===== src/rtl/timer_event_scheduler_if.sv =====
// Avalon-MM slave bus bundle for timer_event_scheduler.
// The CPU side drives the strobes and data, the timer block returns registered readdata.
interface timer_event_scheduler_if;
    logic        write;
    logic        read;
    logic [2:0]  address;
    logic [31:0] writedata;
    logic [31:0] readdata;

    modport master (output write, read, address, writedata, input readdata);
    modport slave  (input write, read, address, writedata, output readdata);
endinterface


===== src/rtl/timer_event_scheduler.sv =====
// CHANNELS periodic timers sharing one prescaled tick, with round-robin GRANT hand-out and a single irq.
// Define TES_OVERRUN_EN to add per-channel overrun flags at address 6.
module timer_event_scheduler #(
    parameter int CHANNELS = 4,
    parameter int PRESCALE = 100000,
    parameter int PERIOD_W = 16
) (
    input  logic                   csi_clk,
    input  logic                   rsi_reset,
    output logic                   irq,
    timer_event_scheduler_if.slave avs_s0
);
    localparam int PS_W = $clog2(PRESCALE);
    localparam int CH_W = $clog2(CHANNELS);
    localparam logic [PS_W-1:0] PS_LAST = PS_W'(PRESCALE - 1);

    typedef enum logic [2:0] {
        A_PENDING = 3'd0,
        A_CH_SEL  = 3'd1,
        A_PERIOD  = 3'd2,
        A_ENABLE  = 3'd3,
        A_GRANT   = 3'd4,
        A_TICKS   = 3'd5,
        A_OVERRUN = 3'd6
    } addr_e;

    logic [PS_W-1:0]     r_ps;
    logic [31:0]         r_ticks;
    logic [CHANNELS-1:0] r_pending;
    logic [CHANNELS-1:0] r_enable;
    logic [PERIOD_W-1:0] r_period [CHANNELS];
    logic [PERIOD_W-1:0] r_cnt    [CHANNELS];
    logic [3:0]          r_ch_sel;
    logic [CH_W-1:0]     r_last;
    logic                r_irq;
    logic [31:0]         r_readdata;

    logic                w_tick;
    logic                w_wr_pending, w_wr_ch_sel, w_wr_period, w_wr_enable, w_rd_grant;
    logic [CHANNELS-1:0] w_per_wr;
    logic [CHANNELS-1:0] w_fire;
    logic [CHANNELS-1:0] w_req;
    logic [CHANNELS-1:0] w_clr;
    logic [PERIOD_W-1:0] w_sel_period;
    logic                w_gnt_valid;
    logic [CH_W-1:0]     w_gnt_idx;
    logic [CH_W:0]       w_cand;
    logic                w_grant_hit;
    logic [31:0]         w_overrun_rd;
    logic [31:0]         w_rdata;
    logic                w_unused_wdata;

    assign w_tick       = (r_ps == PS_LAST);
    assign w_wr_pending = avs_s0.write && (avs_s0.address == A_PENDING);
    assign w_wr_ch_sel  = avs_s0.write && (avs_s0.address == A_CH_SEL);
    assign w_wr_period  = avs_s0.write && (avs_s0.address == A_PERIOD);
    assign w_wr_enable  = avs_s0.write && (avs_s0.address == A_ENABLE);
    assign w_rd_grant   = avs_s0.read  && (avs_s0.address == A_GRANT);
    assign w_req        = r_pending & r_enable;
    assign w_grant_hit  = w_rd_grant && w_gnt_valid;
    assign w_unused_wdata = ^avs_s0.writedata;

    // A PERIOD write to a channel suppresses its fire in the same cycle.
    always_comb begin
        // NOTE: every combinational output gets a default first, so no path can infer a latch.
        w_per_wr     = '0;
        w_fire       = '0;
        w_sel_period = '0;
        for (int i = 0; i < CHANNELS; i++) begin
            w_per_wr[i] = w_wr_period && (r_ch_sel == 4'(i));
            w_fire[i]   = w_tick && r_enable[i] && !w_per_wr[i] && (r_cnt[i] == r_period[i]);
            if (r_ch_sel == 4'(i)) w_sel_period = r_period[i];
        end
    end

    always_comb begin
        w_gnt_valid = 1'b0;
        w_gnt_idx   = '0;
        w_cand      = '0;
        for (int k = 0; k < CHANNELS; k++) begin
            w_cand = {1'b0, r_last} + (CH_W+1)'(k + 1);
            if (w_cand >= (CH_W+1)'(CHANNELS)) w_cand = w_cand - (CH_W+1)'(CHANNELS);
            if (!w_gnt_valid && w_req[w_cand[CH_W-1:0]]) begin
                w_gnt_valid = 1'b1;
                w_gnt_idx   = w_cand[CH_W-1:0];
            end
        end
    end

    assign w_clr = (w_wr_pending ? avs_s0.writedata[CHANNELS-1:0] : '0)
                 | (w_grant_hit  ? (CHANNELS'(1) << w_gnt_idx)     : '0);

`ifdef TES_OVERRUN_EN
    logic [CHANNELS-1:0] r_overrun;
    logic                w_wr_overrun;

    assign w_wr_overrun = avs_s0.write && (avs_s0.address == A_OVERRUN);
    assign w_overrun_rd = 32'(r_overrun);

    always_ff @(posedge csi_clk or posedge rsi_reset) begin
        if (rsi_reset) r_overrun <= '0;
        else r_overrun <= (r_overrun & ~(w_wr_overrun ? avs_s0.writedata[CHANNELS-1:0] : '0))
                        | (w_fire & r_pending);
    end
`else
    assign w_overrun_rd = '0;
`endif

    always_comb begin
        w_rdata = '0;
        case (avs_s0.address)
            A_PENDING: w_rdata = 32'(r_pending);
            A_CH_SEL:  w_rdata = 32'(r_ch_sel);
            A_PERIOD:  w_rdata = 32'(w_sel_period);
            A_ENABLE:  w_rdata = 32'(r_enable);
            A_GRANT:   w_rdata = w_gnt_valid ? {1'b1, 27'b0, 4'(w_gnt_idx)} : '0;
            A_TICKS:   w_rdata = r_ticks;
            A_OVERRUN: w_rdata = w_overrun_rd;
            default:   w_rdata = '0;
        endcase
    end

    always_ff @(posedge csi_clk or posedge rsi_reset) begin
        if (rsi_reset) begin
            r_ps    <= '0;
            r_ticks <= '0;
        end else begin
            // NOTE: state uses <= so every register here sees pre-edge values of the others.
            if (r_enable == '0 || w_tick) r_ps <= '0;
            else                          r_ps <= r_ps + 1'b1;
            if (w_tick) r_ticks <= r_ticks + 32'd1;
        end
    end

    always_ff @(posedge csi_clk or posedge rsi_reset) begin
        if (rsi_reset) begin
            // NOTE: the period/count arrays are plain flops and software expects 0 after reset, so they are reset too.
            for (int i = 0; i < CHANNELS; i++) begin
                r_period[i] <= '0;
                r_cnt[i]    <= '0;
            end
        end else begin
            for (int i = 0; i < CHANNELS; i++) begin
                if (w_per_wr[i]) begin
                    r_period[i] <= avs_s0.writedata[PERIOD_W-1:0];
                    r_cnt[i]    <= '0;
                end else if (!r_enable[i]) begin
                    r_cnt[i] <= '0;
                end else if (w_tick) begin
                    r_cnt[i] <= (r_cnt[i] == r_period[i]) ? '0 : r_cnt[i] + 1'b1;
                end
            end
        end
    end

    // A fire in the same cycle as a W1C or GRANT clear leaves pending set.
    always_ff @(posedge csi_clk or posedge rsi_reset) begin
        if (rsi_reset) begin
            r_pending  <= '0;
            r_enable   <= '0;
            r_ch_sel   <= '0;
            r_last     <= CH_W'(CHANNELS - 1);
            r_irq      <= 1'b0;
            r_readdata <= '0;
        end else begin
            r_pending  <= (r_pending & ~w_clr) | w_fire;
            r_irq      <= |w_req;
            r_readdata <= avs_s0.read ? w_rdata : '0;
            if (w_wr_enable) r_enable <= avs_s0.writedata[CHANNELS-1:0];
            if (w_wr_ch_sel && ({1'b0, avs_s0.writedata[3:0]} < 5'(CHANNELS)))
                r_ch_sel <= avs_s0.writedata[3:0];
            if (w_grant_hit) r_last <= w_gnt_idx;
        end
    end

    assign irq             = r_irq;
    assign avs_s0.readdata = r_readdata;
endmodule


===== src/flat_wrapper.sv =====
// flat-port wrapper written by rule: the top's interface ports become plain ports
module timer_event_scheduler_flat 
#(
    parameter int CHANNELS = 4,
    parameter int PRESCALE = 100000,
    parameter int PERIOD_W = 16
)
  (csi_clk, rsi_reset, irq, avs_s0_write, avs_s0_read, avs_s0_address, avs_s0_writedata, avs_s0_readdata);
  timer_event_scheduler_if avs_s0_i ();
  input  logic csi_clk;
  input  logic rsi_reset;
  output logic irq;
  input wire logic [$bits(avs_s0_i.write)-1:0] avs_s0_write;
  input wire logic [$bits(avs_s0_i.read)-1:0] avs_s0_read;
  input wire logic [$bits(avs_s0_i.address)-1:0] avs_s0_address;
  input wire logic [$bits(avs_s0_i.writedata)-1:0] avs_s0_writedata;
  output wire logic [$bits(avs_s0_i.readdata)-1:0] avs_s0_readdata;
  assign avs_s0_i.write = avs_s0_write;
  assign avs_s0_i.read = avs_s0_read;
  assign avs_s0_i.address = avs_s0_address;
  assign avs_s0_i.writedata = avs_s0_writedata;
  assign avs_s0_readdata = avs_s0_i.readdata;
  timer_event_scheduler #(.CHANNELS(CHANNELS), .PRESCALE(PRESCALE), .PERIOD_W(PERIOD_W)) u_core (.csi_clk(csi_clk), .rsi_reset(rsi_reset), .irq(irq), .avs_s0(avs_s0_i));
endmodule

===== config.mk =====
export PLATFORM = sky130hd
export DESIGN_NAME = timer_event_scheduler_flat
export DESIGN_NICKNAME = d
export VERILOG_FILES = /design/src/rtl/timer_event_scheduler_if.sv /design/src/rtl/timer_event_scheduler.sv /design/src/flat_wrapper.sv
export SDC_FILE = /design/constraint.sdc
export NUM_CORES = 1
export LEC_CHECK = 0
export CAP_MARGIN = 20
export CORE_MARGIN = 8
export CORE_UTILIZATION = 25
export DETAILED_ROUTE_END_ITERATION = 6
export SETUP_SLACK_MARGIN = 0.5
export SYNTH_ARGS = -nofsm -noshare
export SYNTH_HDL_FRONTEND = slang
export SYNTH_SLANG_ARGS = --single-unit

===== constraint.sdc =====
create_clock -name csi_clk -period 22.2 [get_ports csi_clk]
set_input_delay 3.33 -clock csi_clk [delete_from_list [all_inputs] [get_ports csi_clk]]
set_output_delay 3.33 -clock csi_clk [all_outputs]
set_load 0.02 [all_outputs]

==> out/metrics.yaml <==
layout-drive-gt1-share: 0.144
routabilityCongestion: 0.820
wirelength_mm: 28.5
slew_headroom: 0.304
cts_max_level: 1
max_slew.worst_pin.slew_ns: 1.04
path_cells: "clkdlybuf4s50_1, nor4_4, and4b_1, nand3b_2, or2_0, o21ai_0"
clk_pin_slew_ns: 0.06
ctsHoldBuffers: 0
synthArstFlopShare: 1.00
die_x_um: 231
fin_crit_sh: 0.270
ant_nets: 0
peakVddDrop_mv: 0.0509
synth_seq_cells: 224
finalMaxSlewViolations: 0
die_area_um2: 53500
cts_tree: "built"
first_pass_iters: 5
synth.most_common_cell: "dfrtp_1"
synth_area_leaders: "dfrtp_1 (48%), xnor2_1 (7.6%), mux2_2 (7.5%)"
synthToLayoutAreaGrowth_pct: 18.2
arrival_ns: 6.39
cts-resized-gates: 0
die_y_um: 231
maxCapViolations: 0
drc: 0
finalSetupViolCount: 0
grt_pass1_wl_mm: 46.2
grt_setup_unrepaired: "no"
clock_latency_ns: 0.54
pwr-share-seq: 0.424
drt_iter0_drc: 578
start_util: 0.251
post-dp-hpwl_mm: 20.1
nFillCells: 4713
gr-usage-all-layers: 0.105
swShare: 0.272
finalCriticalPeriod_ns: 5.99
cpPeakStageDelay_ns: 0.89
critPathKind: "input pin to flip-flop"
numPortBuffers: 55
synthCells: 1085
grt_pass1_vias: 8093
synth_flop_cell: "dfrtp_1"
hold_viol: 0
num_rows: 79
holdWs_ns: 0.477
cts_inserted_buffers: 26
fin_skew_ns: 0.0185
slowest_stage: "and4b_1"
synth-edff-count: 0
antenna_found_initial: 2
ys_seq_area_frac: 0.484
crit_family: "simple AND/OR/NAND/NOR gates"
finalSetupTns_ns: 0
p_leak_uw: 0.00576
synth_area_um2: 11600
core_area_um2: 46200
grt_max_degree: 153
cts_root_buf: "clkbuf_16"
p_int_uw: 820
fin_nets: 1160
yosysTopAreaCell: "dfrtp_1"
outcome: "complete, no violations"
io_pins: 72
fmax_mhz: 167
startpoint_type: "input pin"
ys_warn_count: 0
clk_path_buf_depth: 3
p_comb_frac: 0.145
crit_path_max_fanout: 19
viasPerCell: 4.83
vias: 8403
crit_path_end_kind: "flip-flop"
cts_num_sinks: 224
powerDensity_nw_per_um2: 82.1
n_antenna_cell: 0
p_sw_uw: 306
grt-ovfl-total: 0
ys_types: 66
postSynthAreaPerCell_um2: 10.7
wl_per_cell_um: 16.4
cts_setup_buffers: 0
ys_top_cells_by_count: "dfrtp_1 (222), xnor2_1 (100), nand2_1 (99)"
clockPowerShare: 0.431
hold_path_class: "flip-flop to flip-flop"
required_ns: 22.60
timing.critical_path.buf_inv: 1
synth_top_area_frac: 0.479
syn_nets: 1130
==> path summary, 6_finish.rpt <==
check / from / end / slack (ns) / cells past startpoint
min: u_core.r_ticks[31] / u_core.r_ticks[31] / 0.48 / 1
max reg2reg: u_core.r_ch_sel[2] / u_core.r_cnt[42] / 19.29 / 5
max: avs_s0_address[0] / u_core.r_cnt[42] / 16.21 / 6
min in group asynchronous: rsi_reset / u_core.avs_s0.readdata[9] / 3.22 / 2
min reg2reg: u_core.r_ticks[31] / u_core.r_ticks[31] / 0.48 / 1
max in group asynchronous: rsi_reset / u_core.r_period[59] / 17.65 / 3
==> final cells by class <==
cell class	count	area (µm²)	area share
Inverter	11	48.8	0.00356
Tap cell	607	759	0.0554
Clock inverter	14	267	0.0194
Timing Repair Buffer	65	646	0.0471
Clock buffer	32	713	0.0520
Multi-Input combinational cell	787	5660	0.413
Sequential cell	224	5610	0.409
==> per-stage QoR <==
stage	area (µm²)	setup WS, ns	utilization	power [µW]	std cells
after global placement	12700	15.75	0.275	644	1693
after global routing	13700	15.99	0.297	1170	1740
after CTS	13700	16.24	0.296	1140	1739
after detailed placement	12700	15.69	0.275	647	1693
final	13700	16.21	0.297	1130	1740
after floorplan	11600	12.74	-	587	1085
==> cell families after synthesis <==
group                    after synthesis  share of synthesized area
multiplexers                          94                     0.0895
XOR/XNOR                             128                     0.0967
buffers and inverters                 74                     0.0290
flip-flops                           224                      0.484
AO/OA/AOI/OAI                        146                     0.0911
adder cells (fa/ha/maj)                6                    0.00647
AND/OR/NAND/NOR                      413                      0.204
==> layout by cell type (no fill, tap or decap), drive strengths merged, types with 4 or more instances in the layout <==
cell,netlist,layout
dfrtp,222,222
xnor2,100,100
nand2,99,99
mux2,77,77
nor2,70,70
clkdlybuf4s50,0,55
nand4,43,43
nand3,38,38
clkbuf,35,32
and3,31,31
o21ai,28,28
xor2,28,28
nor3,27,27
a211oi,23,23
a21oi,22,22
a221o,18,18
nor2b,18,18
nor4,18,18
a22oi,17,17
mux2i,17,17
nor4b,14,14
and4,13,13
inv,11,12
a211o,11,11
buf,28,10
and2,7,7
a21o,7,7
bufinv,0,7
a22o,6,6
ha,6,6
or4,6,6
or3,5,5
nor3b,5,5
or2,5,5
clkinv,0,5
nand2b,4,4
==> power groups by stage <==
stage          registers (µW)  logic, µW  clock network, µW
2_1_floorplan             467        120                  0
3_3_place_gp              482        162                  0
3_5_place_dp              484        163                  0
4_1_cts                   476        164                497
5_1_grt                   480        179                515
6_report                  477        164                485
==> routing by layer <==
layer / track usage / part of all wire / up-vias
met5: 0 / 0.00046 / -
met4: 0.0251 / 0.017 / 2
met3: 0.0212 / 0.055 / 34
met2: 0.165 / 0.46 / 191
met1: 0.147 / 0.47 / 4183
li1: - / - / 3993
==> state kept, by name, indices dropped and copies added (netlist names) <==
register,flops
u_core.r_period,64
u_core.r_ch_sel,4
u_core.r_enable,4
u_core.r_pending,4
u_core.r_last,2
u_core.r_ticks,32
u_core.r_ps,17
u_core.irq,1
u_core.avs_s0.readdata,32
u_core.r_cnt,64
Note: power is estimated with default switching activity, not from simulation.
